File: config.mk
export PLATFORM = sky130hd
export DESIGN_NAME = branch_predictor_flat
export DESIGN_NICKNAME = d
export VERILOG_FILES = /design/src/rtl/branch_predictor_pkg.sv /design/src/rtl/branch_predictor_if.sv /design/src/rtl/branch_predictor_btb_table.sv /design/src/rtl/branch_predictor.sv /design/src/flat_wrapper.sv
export SDC_FILE = /design/constraint.sdc
export NUM_CORES = 1
export LEC_CHECK = 0
export BUFFER_PORTS_ARGS = -buffer_cell sky130_fd_sc_hd__buf_2
export CORE_UTILIZATION = 40
export CTS_CLUSTER_DIAMETER = 30
export DETAILED_ROUTE_END_ITERATION = 10
export PLACE_DENSITY = 0.59
export SLEW_MARGIN = 20
export SYNTH_ARGS = -nofsm -noshare
export SYNTH_HDL_FRONTEND = slang
export SYNTH_SLANG_ARGS = --single-unit
File: constraint.sdc
create_clock -name clk -period 3.1 [get_ports clk]
set_input_delay 0.155 -clock clk [delete_from_list [all_inputs] [get_ports clk]]
set_output_delay 0.155 -clock clk [all_outputs]
set_load 0.05 [all_outputs]
File: src/rtl/branch_predictor_pkg.sv
// Shared constants and helpers for the branch predictor slice.
package branch_predictor_pkg;

  localparam int unsigned PcWidth  = 32;
  // Instructions are word aligned, so the two low pc bits never index anything.
  localparam int unsigned PcOffset = 2;

  // Weakly not-taken: one below the counter midpoint.
  function automatic int unsigned cnt_reset_val(int unsigned cnt_width);
    return (1 << (cnt_width - 1)) - 1;
  endfunction

endpackage

File: src/rtl/branch_predictor_if.sv
// Fetch/ROB-facing bus of the branch predictor: lookup, speculation and commit training.
interface branch_predictor_if
  import branch_predictor_pkg::*;
#(
  parameter int unsigned IDX_WIDTH = 6
);
  logic                 rdy;
  logic [PcWidth-1:0]   query_pc;
  logic                 pred_taken;
  logic                 pred_hit;
  logic [PcWidth-1:0]   pred_target;
  logic [IDX_WIDTH-1:0] pred_hist;
  logic                 spec_valid;
  logic                 spec_taken;
  logic                 upd_valid;
  logic                 upd_is_cond;
  logic [PcWidth-1:0]   upd_pc;
  logic                 upd_taken;
  logic [PcWidth-1:0]   upd_target;
  logic [IDX_WIDTH-1:0] upd_hist;
  logic                 rollback;

  modport master (
    output rdy, query_pc, spec_valid, spec_taken, upd_valid, upd_is_cond, upd_pc,
           upd_taken, upd_target, upd_hist, rollback,
    input  pred_taken, pred_hit, pred_target, pred_hist
  );

  modport slave (
    input  rdy, query_pc, spec_valid, spec_taken, upd_valid, upd_is_cond, upd_pc,
           upd_taken, upd_target, upd_hist, rollback,
    output pred_taken, pred_hit, pred_target, pred_hist
  );
endinterface

File: src/rtl/branch_predictor_btb_table.sv
// Direct-mapped tagged branch target buffer: combinational read, registered write.
module branch_predictor_btb_table
  import branch_predictor_pkg::*;
#(
  parameter int unsigned IDX_WIDTH = 4,
  parameter int unsigned TAG_WIDTH = 8
) (
  input  logic                 clk,
  input  logic                 rst,
  input  logic [IDX_WIDTH-1:0] rd_idx,
  input  logic [TAG_WIDTH-1:0] rd_tag,
  output logic                 rd_hit,
  output logic [PcWidth-1:0]   rd_target,
  input  logic                 wr_en,
  input  logic [IDX_WIDTH-1:0] wr_idx,
  input  logic [TAG_WIDTH-1:0] wr_tag,
  input  logic [PcWidth-1:0]   wr_target
);
  localparam int unsigned Depth = 1 << IDX_WIDTH;

  logic [Depth-1:0]     valid_q;
  logic [TAG_WIDTH-1:0] tag_q    [Depth];
  logic [PcWidth-1:0]   target_q [Depth];

  always_comb begin
    rd_hit    = valid_q[rd_idx] && (tag_q[rd_idx] == rd_tag);
    rd_target = rd_hit ? target_q[rd_idx] : '0;
  end

  always_ff @(posedge clk or negedge rst) begin
    if (!rst) begin
      valid_q <= '0;
    end else if (wr_en) begin
      valid_q[wr_idx] <= 1'b1;
    end
  end

  // Payload needs no reset: it is only observed through a set valid bit.
  always_ff @(posedge clk) begin
    if (wr_en) begin
      tag_q[wr_idx]    <= wr_tag;
      target_q[wr_idx] <= wr_target;
    end
  end

endmodule

File: src/rtl/branch_predictor.sv
// Saturating-counter BHT plus tagged BTB; define GSHARE_EN to XOR global history into the index.
module branch_predictor
  import branch_predictor_pkg::*;
#(
  parameter int unsigned IDX_WIDTH     = 6,
  parameter int unsigned CNT_WIDTH     = 2,
  parameter int unsigned BTB_IDX_WIDTH = 4,
  parameter int unsigned TAG_WIDTH     = 8
) (
  input logic               clk,
  input logic               rst,
  branch_predictor_if.slave bus
);
  localparam int unsigned          BhtDepth = 1 << IDX_WIDTH;
  localparam logic [CNT_WIDTH-1:0] CntReset = CNT_WIDTH'(cnt_reset_val(CNT_WIDTH));

  logic [CNT_WIDTH-1:0] bht_q [BhtDepth];
  logic [CNT_WIDTH-1:0] cnt_old, cnt_new;
  logic [IDX_WIDTH-1:0] lk_hist, tr_hist, lk_idx, tr_idx;
  logic                 bht_we, btb_we;

  assign bht_we = bus.rdy && bus.upd_valid && bus.upd_is_cond;
  assign btb_we = bus.rdy && bus.upd_valid && bus.upd_taken;

`ifdef GSHARE_EN
  logic [IDX_WIDTH-1:0] spec_ghr_q, spec_ghr_d, com_ghr_q, com_ghr_d;

  always_comb begin
    com_ghr_d  = com_ghr_q;
    spec_ghr_d = spec_ghr_q;
    if (bht_we) begin
      com_ghr_d = {com_ghr_q[IDX_WIDTH-2:0], bus.upd_taken};
    end
    // Rollback restores the committed view, including this cycle's commit.
    if (bus.rdy && bus.rollback) begin
      spec_ghr_d = com_ghr_d;
    end else if (bus.rdy && bus.spec_valid) begin
      spec_ghr_d = {spec_ghr_q[IDX_WIDTH-2:0], bus.spec_taken};
    end
  end

  always_ff @(posedge clk or negedge rst) begin
    if (!rst) begin
      spec_ghr_q <= '0;
      com_ghr_q  <= '0;
    end else begin
      spec_ghr_q <= spec_ghr_d;
      com_ghr_q  <= com_ghr_d;
    end
  end

  assign lk_hist       = spec_ghr_q;
  assign tr_hist       = bus.upd_hist;
  assign bus.pred_hist = spec_ghr_q;
`else
  logic unused_gshare;
  assign unused_gshare = ^{bus.spec_valid, bus.spec_taken, bus.upd_hist, bus.rollback};
  assign lk_hist       = '0;
  assign tr_hist       = '0;
  assign bus.pred_hist = '0;
`endif

  assign lk_idx         = bus.query_pc[PcOffset +: IDX_WIDTH] ^ lk_hist;
  assign tr_idx         = bus.upd_pc[PcOffset +: IDX_WIDTH] ^ tr_hist;
  assign bus.pred_taken = bht_q[lk_idx][CNT_WIDTH-1];

  always_comb begin
    cnt_old = bht_q[tr_idx];
    cnt_new = cnt_old;
    if (bus.upd_taken) begin
      if (cnt_old != '1) cnt_new = cnt_old + CNT_WIDTH'(1);
    end else if (cnt_old != '0) begin
      cnt_new = cnt_old - CNT_WIDTH'(1);
    end
  end

  always_ff @(posedge clk or negedge rst) begin
    if (!rst) begin
      for (int unsigned i = 0; i < BhtDepth; i++) bht_q[i] <= CntReset;
    end else if (bht_we) begin
      bht_q[tr_idx] <= cnt_new;
    end
  end

  branch_predictor_btb_table #(
    .IDX_WIDTH(BTB_IDX_WIDTH),
    .TAG_WIDTH(TAG_WIDTH)
  ) u_btb (
    .clk      (clk),
    .rst      (rst),
    .rd_idx   (bus.query_pc[PcOffset +: BTB_IDX_WIDTH]),
    .rd_tag   (bus.query_pc[PcOffset + BTB_IDX_WIDTH +: TAG_WIDTH]),
    .rd_hit   (bus.pred_hit),
    .rd_target(bus.pred_target),
    .wr_en    (btb_we),
    .wr_idx   (bus.upd_pc[PcOffset +: BTB_IDX_WIDTH]),
    .wr_tag   (bus.upd_pc[PcOffset + BTB_IDX_WIDTH +: TAG_WIDTH]),
    .wr_target(bus.upd_target)
  );

  // Pc bits outside the index/tag fields carry no prediction information.
  logic unused_pc;
  assign unused_pc = ^{bus.query_pc, bus.upd_pc};

endmodule
File: src/flat_wrapper.sv
// flat-port wrapper written by rule: the top's interface ports become plain ports
module branch_predictor_flat import branch_predictor_pkg::*;
#(
  parameter int unsigned IDX_WIDTH     = 6,
  parameter int unsigned CNT_WIDTH     = 2,
  parameter int unsigned BTB_IDX_WIDTH = 4,
  parameter int unsigned TAG_WIDTH     = 8
)
  (clk, rst, bus_rdy, bus_query_pc, bus_spec_valid, bus_spec_taken, bus_upd_valid, bus_upd_is_cond, bus_upd_pc, bus_upd_taken, bus_upd_target, bus_upd_hist, bus_rollback, bus_pred_taken, bus_pred_hit, bus_pred_target, bus_pred_hist);
  branch_predictor_if #(.IDX_WIDTH(IDX_WIDTH)) bus_i ();
  input logic clk;
  input logic rst;
  input wire logic [$bits(bus_i.rdy)-1:0] bus_rdy;
  input wire logic [$bits(bus_i.query_pc)-1:0] bus_query_pc;
  input wire logic [$bits(bus_i.spec_valid)-1:0] bus_spec_valid;
  input wire logic [$bits(bus_i.spec_taken)-1:0] bus_spec_taken;
  input wire logic [$bits(bus_i.upd_valid)-1:0] bus_upd_valid;
  input wire logic [$bits(bus_i.upd_is_cond)-1:0] bus_upd_is_cond;
  input wire logic [$bits(bus_i.upd_pc)-1:0] bus_upd_pc;
  input wire logic [$bits(bus_i.upd_taken)-1:0] bus_upd_taken;
  input wire logic [$bits(bus_i.upd_target)-1:0] bus_upd_target;
  input wire logic [$bits(bus_i.upd_hist)-1:0] bus_upd_hist;
  input wire logic [$bits(bus_i.rollback)-1:0] bus_rollback;
  output wire logic [$bits(bus_i.pred_taken)-1:0] bus_pred_taken;
  output wire logic [$bits(bus_i.pred_hit)-1:0] bus_pred_hit;
  output wire logic [$bits(bus_i.pred_target)-1:0] bus_pred_target;
  output wire logic [$bits(bus_i.pred_hist)-1:0] bus_pred_hist;
  assign bus_i.rdy = bus_rdy;
  assign bus_i.query_pc = bus_query_pc;
  assign bus_i.spec_valid = bus_spec_valid;
  assign bus_i.spec_taken = bus_spec_taken;
  assign bus_i.upd_valid = bus_upd_valid;
  assign bus_i.upd_is_cond = bus_upd_is_cond;
  assign bus_i.upd_pc = bus_upd_pc;
  assign bus_i.upd_taken = bus_upd_taken;
  assign bus_i.upd_target = bus_upd_target;
  assign bus_i.upd_hist = bus_upd_hist;
  assign bus_i.rollback = bus_rollback;
  assign bus_pred_taken = bus_i.pred_taken;
  assign bus_pred_hit = bus_i.pred_hit;
  assign bus_pred_target = bus_i.pred_target;
  assign bus_pred_hist = bus_i.pred_hist;
  branch_predictor #(.IDX_WIDTH(IDX_WIDTH), .CNT_WIDTH(CNT_WIDTH), .BTB_IDX_WIDTH(BTB_IDX_WIDTH), .TAG_WIDTH(TAG_WIDTH)) u_core (.clk(clk), .rst(rst), .bus(bus_i));
endmodule
==> impl_table.tex <==
\begin{tabular}{lr}
\hline
Metric & Value \\
\hline
\multicolumn{2}{l}{\textbf{Finish}} \\
\quad Synth-to-layout area growth & 26.7\% \\
\quad Non-Filler Instances & 2948 \\
\quad Final layout net count & 1883 \\
\quad Share of post-route cells with drive strength above 1 & 49.1\% \\
\quad Antenna diodes & 0 \\
\quad Number of fill cells in the layout & 6206 \\
\quad Final design area excluding fillers & 40500 sq um \\
\multicolumn{2}{l}{\textbf{Floorplanning}} \\
\quad \# rows & 103 \\
\quad Area of the core region & 79000 sq um \\
\quad Die boundary width & 285 um \\
\quad I/O pins & 151 \\
\quad Chip Height & 285 um \\
\quad Area enclosed by the die boundary & 80900 sq um \\
\quad Initial Util & 40.4\% \\
\multicolumn{2}{l}{\textbf{Global routing}} \\
\quad Number of antenna violations at the first check in global routing & 4 \\
\quad Largest net degree at the start of global routing & 82 \\
\quad Remaining global-route overflow & 0 \\
\quad Tot GR Track Use & 18.5\% \\
\quad Number of global-route vias before repair & 17200 \\
\quad Wire length of the first global-routing pass & 111000 um \\
\multicolumn{2}{l}{\textbf{Timing}} \\
\quad Final worst path period need & 3.54 ns \\
\quad Count of final max-slew check failures & 0 \\
\quad Remaining max-slew budget at the tightest pin & 44.9\% \\
\quad Setup Skew & 0.0570 ns \\
\quad Final Hold Violating Endpoints & 0 \\
\quad RSZ-0062 raised after global routing & true \\
\quad Peak clock frequency supported by timing & 283 MHz \\
\quad PnR worst setup slack & -0.438 ns \\
\quad Hold slack & 0.0759 ns \\
\quad Share of the clock period used by the worst path after layout & 114\% \\
\quad Setup Viol. Count Final & 33 \\
\quad Measured slew at the worst slew-check pin & 0.824 ns \\
\multicolumn{2}{l}{\textbf{Yosys}} \\
\quad Flip-flop cell with the highest count after synthesis & edfxtp\_1 \\
\quad \#FFs+latches synth & 784 \\
\quad Share of the synthesized area in the top cell type & 60.2\% \\
\quad Top cells by instance count after synthesis & edfxtp\_1 (640), mux4\_2 (249), mux2\_2 (128) \\
\quad Post-Synthesis Cell Area & 31900 sq um \\
\quad Library cells used by synthesis & 42 \\
\quad Post-synthesis average cell area & 21.2 sq um \\
\quad Part of the Yosys area used for sequential elements & 71.7\% \\
\quad Most common cell in the netlist & edfxtp\_1 \\
\quad Leading cell types by total area after synthesis & edfxtp\_1 (60\%), mux4\_2 (18\%), dfrtp\_1 (6.3\%) \\
\quad Ys Warns & 0 \\
\quad Post-synth EDFFs & 640 \\
\quad Largest area contributor in the synthesized netlist & edfxtp\_1 \\
\quad Fraction of synthesis flops using an asynchronous set or reset pin & 18.4\% \\
\quad Count of mapped cells out of synthesis & 1503 \\
\multicolumn{2}{l}{\textbf{Worst setup path}} \\
\quad Largest fanout on the critical path & 11 \\
\quad Worst setup SP type & flip-flop \\
\quad Arrival time at the worst endpoint & 3.38 ns \\
\quad Category of the most critical setup path & flip-flop to output pin \\
\quad Required time of the critical path & 2.94 ns \\
\quad Worst setup EP type & output pin \\
\multicolumn{2}{l}{\textbf{Drt}} \\
\quad DRC & 0 \\
\quad Count of vias placed by the detailed router & 15800 \\
\quad Router iterations before antenna repair & 5 \\
\quad Wirelength per Cell & 24.7 um \\
\quad Mean number of vias per cell & 5.37 \\
\quad 1st-iter DRT viols & 946 \\
\quad Number of nets with antenna violations after detailed routing & 0 \\
\quad Overall routed net length & 72700 um \\
\multicolumn{2}{l}{\textbf{Placed design}} \\
\quad Number of cells in the design after placement & 2627 \\
\quad Post-placement cell area & 34300 sq um \\
\quad Global placer's final weighted congestion & 0.738 \\
\quad Buffers added on ports & 95 \\
\quad Setup slack at placement & 0.00722 ns \\
\quad Estimated wirelength of the detail-placed design & 38700 um \\
\multicolumn{2}{l}{\textbf{Outcome}} \\
\quad Run status & complete, but fails checks \\
\quad Violations in the final reports & setup timing \\
\multicolumn{2}{l}{\textbf{Clocking}} \\
\quad Master cell of the clock root buffer & clkbuf\_16 \\
\quad Clock latency reported for the late side of the worst-skew pair & 0.72 ns \\
\quad Maximum buffer depth of the clock tree & 3 \\
\quad Num Clock Sinks & 784 \\
\quad CTS tree & built \\
\quad H-tree depth & 4 \\
\quad Clk slew on worst S/H paths & 0.04 ns \\
\quad CTS buffer count & 150 \\
\multicolumn{2}{l}{\textbf{Pwr}} \\
\quad Worst vdd rail ir drop & 572 uV \\
\quad PD cells & 738 nW/um\^{}2 \\
\quad Cell leakage power & 0.0141 uW \\
\quad Total power & 29900 uW \\
\multicolumn{2}{l}{\textbf{Hold path}} \\
\quad Path category of the worst min-delay check & input port to async pin \\
\multicolumn{2}{l}{\textbf{Run}} \\
\quad Reported max-cap violation count & 0 \\
\hline
\end{tabular}
==> layout make-up <==
type                       count  area, sq um  share of cell area [%]
timing repair buffer         205         2020                    4.99
inverter                       2         7.51                  0.0186
clock buffer                 178         4040                    10.0
clock inverter               100         1370                    3.37
multi-input combinational    629         8800                    21.8
sequential                   784        22900                    56.6
tap                         1050         1310                    3.25
==> sequential cells by signal, indices dropped and copies added, names as in the netlist <==
name and count:
u_core.bht_q 128, u_core.u_btb.tag_q 128, u_core.u_btb.target_q 512, u_core.u_btb.valid_q 16
==> path summary, 6_finish.rpt <==
check	start	end	slack, ns	cells past startpoint
max	u_core.u_btb.tag_q[10][5]	bus_pred_target[4]	-0.44	9
min	rst	u_core.bht_q[65]	0.08	2
max reg2reg	u_core.bht_q[105]	u_core.bht_q[105]	0.59	8
min reg2reg	u_core.u_btb.valid_q[4]	u_core.u_btb.valid_q[4]	0.46	1
max in group asynchronous	rst	u_core.bht_q[6]	2.12	3
min in group clk	bus_upd_pc[7]	u_core.u_btb.tag_q[6][1]	0.10	2
==> kinds of logic (layout without fill, tap and decap cells) <==
logic type	after synthesis	count (layout)	share of synthesized area, %
buffers and inverters	95	485	1.51
DFF	784	784	71.7
xor gates and xnor gates	8	8	0.219
other	1	6	0.0117
AOI/OAI and AO/OA	28	28	0.537
and+or+nand+nor	192	192	3.03
muxes	395	395	23.0
==> critical path, stage by stage (launching register included) <==
cell and delay [ns]:
edfxtp_1 0.37, mux4_2 0.48, mux4_2 0.50, xnor2_2 0.17
nand4_1 0.15, or3_4 0.40, buf_12 0.17, nor2b_2 0.11
buf_4 0.16, buf_12 0.14
==> report_power, final <==
group	switching (uW)	leakage, uW	total, uW	internal, uW
Combinational	707	0.00398	1340	637
Clock	5570	0.00261	16800	11300
Sequential	74.3	0.00751	11700	11600
Total	6350	0.0141	29900	23500
==> per-layer routing <==
layer	part of all wire [%]	vias up	global-route usage, %
li1	-	6778	-
met4	1.7	6	5.42
met5	0.052	-	0
met1	43	8512	24.8
met3	4.3	106	3.63
met2	51	422	30.6
==> metrics by stage <==
| stage | utilization (%) | setup TNS [ns] |
|---|---|---|
| floorplan | - | -203.82 |
| global placement | 43.4 | 0 |
| detailed placement | 43.4 | 0 |
| CTS | 51.0 | -15.43 |
| global route | 51.2 | -16.67 |
| finish | 51.2 | -11.62 |
==> repair_timing <==
item,CTS,global route
hold endpoints to repair,698,0
resized for setup,82,32
gates cloned,0,0
hold buffers,40,0
endpoints found under the setup margin,33,33
setup buffers,0,3
pin swaps,4,3
==> layout by cell type (no fill, tap or decap), types with 26 or more instances in the layout <==
cell and count:
mux2_2 128, nand2_1 43, nor2_1 45, mux4_2 252
edfxtp_1 640, buf_2 58, clkbuf_16 154, buf_4 40
dlygate4sd3_1 40, buf_12 30, dfrtp_1 80, clkinv_2 26
dfstp_2 64, buf_6 34
Power figures use the tool's default switching activity.
